===== src/rtl/gf180mcu_osu_sc_clkdiv_pkg.sv =====
// Shared types and helpers for the 12T programmable clock divider.
package gf180mcu_osu_sc_clkdiv_pkg;

  typedef enum logic {RUN = 1'b0, WAIT = 1'b1} state_t;

  localparam int DEF_WIDTH     = 4;
  localparam int DEF_RESET_DIV = 2;

  // Ratio encoding to divide ratio (N = DIV + 2); one extra bit so all-ones never wraps.
  function automatic logic [16:0] div2n(input logic [15:0] div);
    return {1'b0, div} + 17'd2;
  endfunction

endpackage


===== src/rtl/gf180mcu_osu_sc_12t_clkdiv_ctr.sv =====
// Period counter with registered Y / TICK decode for the clock divider.
// nact is the ratio in force for the count produced by the current edge;
// restart forces the count back to 0, hold parks it at its current value.
module gf180mcu_osu_sc_12t_clkdiv_ctr #(
  parameter int            NW      = 5,
  parameter logic [NW-1:0] RESET_N = 5'd4
) (
  input  logic          clk,
  input  logic          rn,
  input  logic [NW-1:0] nact,
  input  logic          restart,
  input  logic          hold,
  output logic [NW-1:0] cnt,
  output logic          y,
  output logic          tick
);

  logic [NW-1:0] cnt_next;
  logic [NW-1:0] half;
  logic [NW-1:0] last_idx;

  // Next count and the duty/terminal thresholds for the ratio in force.
  always_comb begin
    cnt_next = cnt + NW'(1);
    if (restart) begin
      cnt_next = '0;
    end else if (hold) begin
      cnt_next = cnt;
    end
    half     = (nact + NW'(1)) >> 1;
    last_idx = nact - NW'(1);
  end

  // Count register plus registered outputs; a parked divider drives Y and TICK low.
  always_ff @(posedge clk or negedge rn) begin
    if (!rn) begin
      cnt  <= RESET_N - NW'(1);
      y    <= 1'b0;
      tick <= 1'b0;
    end else begin
      cnt  <= cnt_next;
      y    <= !hold && (cnt_next < half);
      tick <= !hold && (cnt_next == last_idx);
    end
  end

endmodule


===== src/rtl/gf180mcu_osu_sc_12t_clkdiv.sv =====
// Programmable integer clock divider driving the 12T clock-buffer tree.
// Ratio changes use a level/ack handshake and only take effect on a period
// boundary, so Y never produces a runt pulse.
// Optional feature macro: CLKDIV_RUN_EN adds an EN input that parks the
// divider at the end of its current period while EN=0.
module gf180mcu_osu_sc_12t_clkdiv
  import gf180mcu_osu_sc_clkdiv_pkg::*;
#(
  parameter int WIDTH     = DEF_WIDTH,
  parameter int RESET_DIV = DEF_RESET_DIV
) (
  input  logic             CLK,
  input  logic             RN,
`ifdef CLKDIV_RUN_EN
  input  logic             EN,
`endif
  input  logic [WIDTH-1:0] DIV,
  input  logic             LD,
  output logic             ACK,
  output logic             Y,
  output logic             TICK
);

  localparam int            NW      = WIDTH + 1;
  localparam logic [NW-1:0] RESET_N = NW'(RESET_DIV + 2);

  state_t           state;
  logic [NW-1:0]    nact;
  logic [NW-1:0]    nact_next;
  logic [NW-1:0]    cnt;
  logic [WIDTH-1:0] npend;
  logic             run;
  logic             last;
  logic             restart;
  logic             hold;

`ifdef CLKDIV_RUN_EN
  assign run = EN;
`else
  assign run = 1'b1;
`endif

  function automatic logic [NW-1:0] ratio(input logic [WIDTH-1:0] d);
    return NW'(div2n(16'(d)));
  endfunction

  // Boundary detection and selection of the ratio for the next period.
  always_comb begin
    last      = (cnt == nact - NW'(1));
    restart   = last && run;
    hold      = last && !run;
    nact_next = nact;
    if (restart) begin
      if (LD) begin
        nact_next = ratio(DIV);
      end else if (state == WAIT) begin
        nact_next = ratio(npend);
      end
    end
  end

  // Load handshake: queue requests mid-period, apply them at the boundary.
  always_ff @(posedge CLK or negedge RN) begin
    if (!RN) begin
      state <= RUN;
      nact  <= RESET_N;
      npend <= '0;
      ACK   <= 1'b0;
    end else begin
      nact <= nact_next;
      ACK  <= restart && (LD || (state == WAIT));
      case (state)
        RUN: begin
          if (!restart && LD) begin
            npend <= DIV;
            state <= WAIT;
          end
        end
        WAIT: begin
          if (restart) begin
            state <= RUN;
          end else if (LD) begin
            npend <= DIV;
          end
        end
        default: state <= RUN;
      endcase
    end
  end

  gf180mcu_osu_sc_12t_clkdiv_ctr #(
    .NW      (NW),
    .RESET_N (RESET_N)
  ) u_ctr (
    .clk     (CLK),
    .rn      (RN),
    .nact    (nact_next),
    .restart (restart),
    .hold    (hold),
    .cnt     (cnt),
    .y       (Y),
    .tick    (TICK)
  );

endmodule


===== config.mk =====
export PLATFORM = sky130hd
export DESIGN_NAME = gf180mcu_osu_sc_12t_clkdiv
export DESIGN_NICKNAME = d
export VERILOG_FILES = /design/src/rtl/gf180mcu_osu_sc_clkdiv_pkg.sv /design/src/rtl/gf180mcu_osu_sc_12t_clkdiv_ctr.sv /design/src/rtl/gf180mcu_osu_sc_12t_clkdiv.sv
export SDC_FILE = /design/constraint.sdc
export NUM_CORES = 1
export LEC_CHECK = 0
export ABC_AREA = 1
export BUFFER_PORTS_ARGS = -buffer_cell sky130_fd_sc_hd__buf_2
export CAP_MARGIN = 20
export CORE_MARGIN = 1
export CORE_UTILIZATION = 54
export CTS_CLUSTER_SIZE = 40
export DETAILED_ROUTE_END_ITERATION = 16
export GPL_TIMING_DRIVEN = 1
export PLACE_DENSITY = 0.84
export SLEW_MARGIN = 40
export SYNTH_ARGS = -nofsm -noshare
export SYNTH_HDL_FRONTEND = slang
export SYNTH_HIERARCHICAL = 1
export SYNTH_SLANG_ARGS = --single-unit

===== constraint.sdc =====
create_clock -name CLK -period 2.45 [get_ports CLK]
set_input_delay 0.245 -clock CLK [delete_from_list [all_inputs] [get_ports CLK]]
set_output_delay 0.245 -clock CLK [all_outputs]
set_load 0.005 [all_outputs]

==> impl_metrics.csv <==
group,metric,value,unit
finish,area_growth,31.4,%
grt,grt_pass1_wl,5130,um
routing,routed_wl,3810,um
die,pin_count,10,
finish,fillers,182,
job,drv_cap,0,
routing,drtIter0Drc,63,
placed_design,port_buffers,9,
critical_path,end_kind,"flop",
finish,multi_input_area,947,um2
die,die_area,2810,um2
yosys,yosysMostFrequentCell,"nand2_1",
pwr,power,2880,uW
timing,fin_ws,-0.0134,ns
yosys,yosysTopAreaCell,"dfrtp_1",
pwr,p_switching,1420,uW
yosys,ys_seq_area_frac,0.323,
grt,grt_max_degree,19,
grt,grt_pass1_vias,1167,
status,violations,"negative setup slack",
die,start_util,0.567,
pwr,swShare,0.495,
clock_tree,cts_buffer_depth,2,
yosys,synth_commonest_cells,"65 x nand2_1, 28 x inv_1, 18 x nand3_1",
timing,rsz0062_at_grt,"true",
clock_tree,cts_root_buf,"clkbuf_4",
clock_tree,clkSlewWorstSetupHoldPaths,0.11,ns
pwr,p_int,1460,uW
timing,clock_skew,0.0127,ns
timing,setup_violations,1,
finish,fin_cells,277,
pwr,p_comb_frac,0.750,
clock_tree,insertion_delay,0.31,ns
yosys,synthTopCellsByArea,"dfrtp_1 27%, nand2_1 17%, inv_1 7.5%, ha_1 7.1%, nand3_1 6.4%",
placed_design,numPlacedInstances,267,
die,die_x,53.0,um
routing,wire_per_inst,13.7,um
critical_path,critPathLaunchType,"flop",
pwr,pwr-share-clk,0.057,
critical_path,cp_data_required_time,2.65,ns
grt,grt_overflow,0,
grt,antenna_found_initial,0,
timing,drv_slew,0,
clock_tree,cts_num_sinks,18,
critical_path,crit_arrival,2.66,ns
clock_tree,cts_buffers,3,
finish,drive_gt1_frac,0.324,
die,core,2480,um2
die,die_h,53.0,um
timing,post-route-min-period,2.46,ns
pwr,total_leakage_power,0.00101,uW
finish,final_nets,263,
routing,via_per_inst,5.31,
yosys,synthFlopType,"dfrtp_1",
placed_design,place.gp.congestion,0.895,
critical_path,crit_type,"reg2reg",
timing,final_hold_viol_count,0,
timing,fmax,406,MHz
finish,ff_latch_area,454,um2
routing,drtAntennaViolNets,0,
pwr,seqPwrFrac,0.193,
yosys,ys_types,25,
pwr,ir_drop,1.24,mV
routing,drc_errors,0,
placed_design,place_hpwl,2460,um
yosys,async_flop_share,1.00,
clock_tree,cts_tree,"done",
critical_path,cp_max_fo,7,
yosys,netlist_area,1410,um2
status,status,"complete, but fails checks",
clock_tree,cts_max_level,1,
grt,grt_usage,0.260,
placed_design,detailedPlace.worstSlack,-0.0632,ns
pwr,p_per_area,1560,nW/um2
finish,diodes,0,
yosys,avgSynthCellArea,6.89,um2
routing,vias,1472,
yosys,synth_edf_count,0,
hold_path,hp-class,"in2reg",
timing,layout_worst_path_cycle_share,1.01,
yosys,yosysTopAreaCellShare,0.267,
yosys,synthCells,204,
die,placementRows,18,
yosys,yosysWarningCount,6,
routing,firstDrtPassIters,4,
yosys,ys_ff_latch,18,
[cell families after synthesis]
| group | Yosys count | synth area share |
|---|---|---|
| other | 1 | 0.00267 |
| buffers and inverters | 35 | 0.102 |
| AO/OA/AOI/OAI | 24 | 0.101 |
| XOR/XNOR | 7 | 0.0436 |
| flip-flops | 18 | 0.323 |
| AND/OR/NAND/NOR | 109 | 0.343 |
| adder cells (fa/ha/maj) | 8 | 0.0712 |
| multiplexers | 2 | 0.0142 |
[layout by cell type, fill, tap and decap left out, types with 2 or more instances in the layout]
master / n
nand2_1: 59
inv_1: 23
buf_4: 21
nand3_1: 17
dfrtp_1: 15
inv_2: 10
nor2_1: 10
buf_2: 9
nand2_2: 8
o21ai_0: 8
conb_1: 7
nand4_1: 6
a21oi_2: 5
a21oi_1: 5
ha_1: 5
nand3_2: 4
buf_6: 4
xor2_1: 3
ha_4: 3
clkbuf_4: 3
dfstp_2: 3
nand2_4: 2
mux2i_1: 2
o21ai_4: 2
nor2_2: 2
xnor2_2: 2
o21ai_1: 2
[through the flow]
| stage | setup TNS [ns] | hold WS (ns) | area [um2] | utilization |
|---|---|---|---|---|
| final | -0.0134 | 0.189 | 1850 | 0.745 |
| after global routing | -0.186 | 0.176 | 1850 | 0.745 |
| after CTS | 0 | 0.197 | 1740 | 0.702 |
| after detailed placement | -0.123 | 0.194 | 1650 | 0.668 |
| after global placement | 0 | 0.195 | 1650 | 0.668 |
| after floorplan | 0 | -0.0506 | 1440 | - |
[sequential cells by signal, indices dropped and copies added (netlist names)]
signal and count:
ACK 1, state 1, u_ctr/y 1, nact 5
npend 4, u_ctr/tick 1, u_ctr/cnt 5
[path summary, 6_finish.rpt]
check                      startpoint           end  slack, ns  depth (start not counted)
max                           nact[0]       u_ctr/y      -0.01                         15
min                            DIV[0]      npend[0]       0.19                          3
max reg2reg                   nact[0]       u_ctr/y      -0.01                         15
min reg2reg                  npend[0]      npend[0]       0.50                          2
max in group asynchronous          RN  u_ctr/cnt[1]       1.73                          2
min in group asynchronous          RN           ACK       0.39                          2
[per-layer routing]
metal	part of all wire	track usage	vias up
met1	0.43	0.363	684
met5	0	0	-
met3	0.052	0.0345	8
li1	-	-	730
met2	0.50	0.411	50
met4	0.020	0.0833	0
[final cells by class]
type                            count  area share
Multi-Input combinational cell    157       0.513
Sequential cell                    18       0.246
Timing Repair Buffer               35       0.140
Inverter                           33      0.0671
Tap cell                           30      0.0203
Clock buffer                        4      0.0142
[power by group through the flow]
stage,registers (uW),clock network (uW),logic (uW)
after floorplan,550,0,1170
after global placement,550,0,1670
after detailed placement,553,0,1720
after CTS,547,155,1830
after global routing,565,176,2380
final,556,163,2160
[critical path: stages (launching register included)]
cell     delay (ns)
dfrtp_1        0.40
buf_4          0.15
nor3_1         0.22
nand2_1        0.12
a21oi_2        0.22
nand2_4        0.13
inv_2          0.09
nand2_2        0.07
nand2_4        0.10
ha_4           0.16
nand3_2        0.08
xor2_1         0.15
ha_1           0.26
inv_1          0.03
nor2_1         0.11
a21oi_2        0.06
[timing repair]
item	4_1_cts	5_1_grt
resized for setup	9	19
pin swaps	2	7
buffers inserted	1	4
hold endpoints to repair	15	0
endpoints found under the setup margin	2	2
hold buffers	1	0
(Power assumes the default switching activity.)
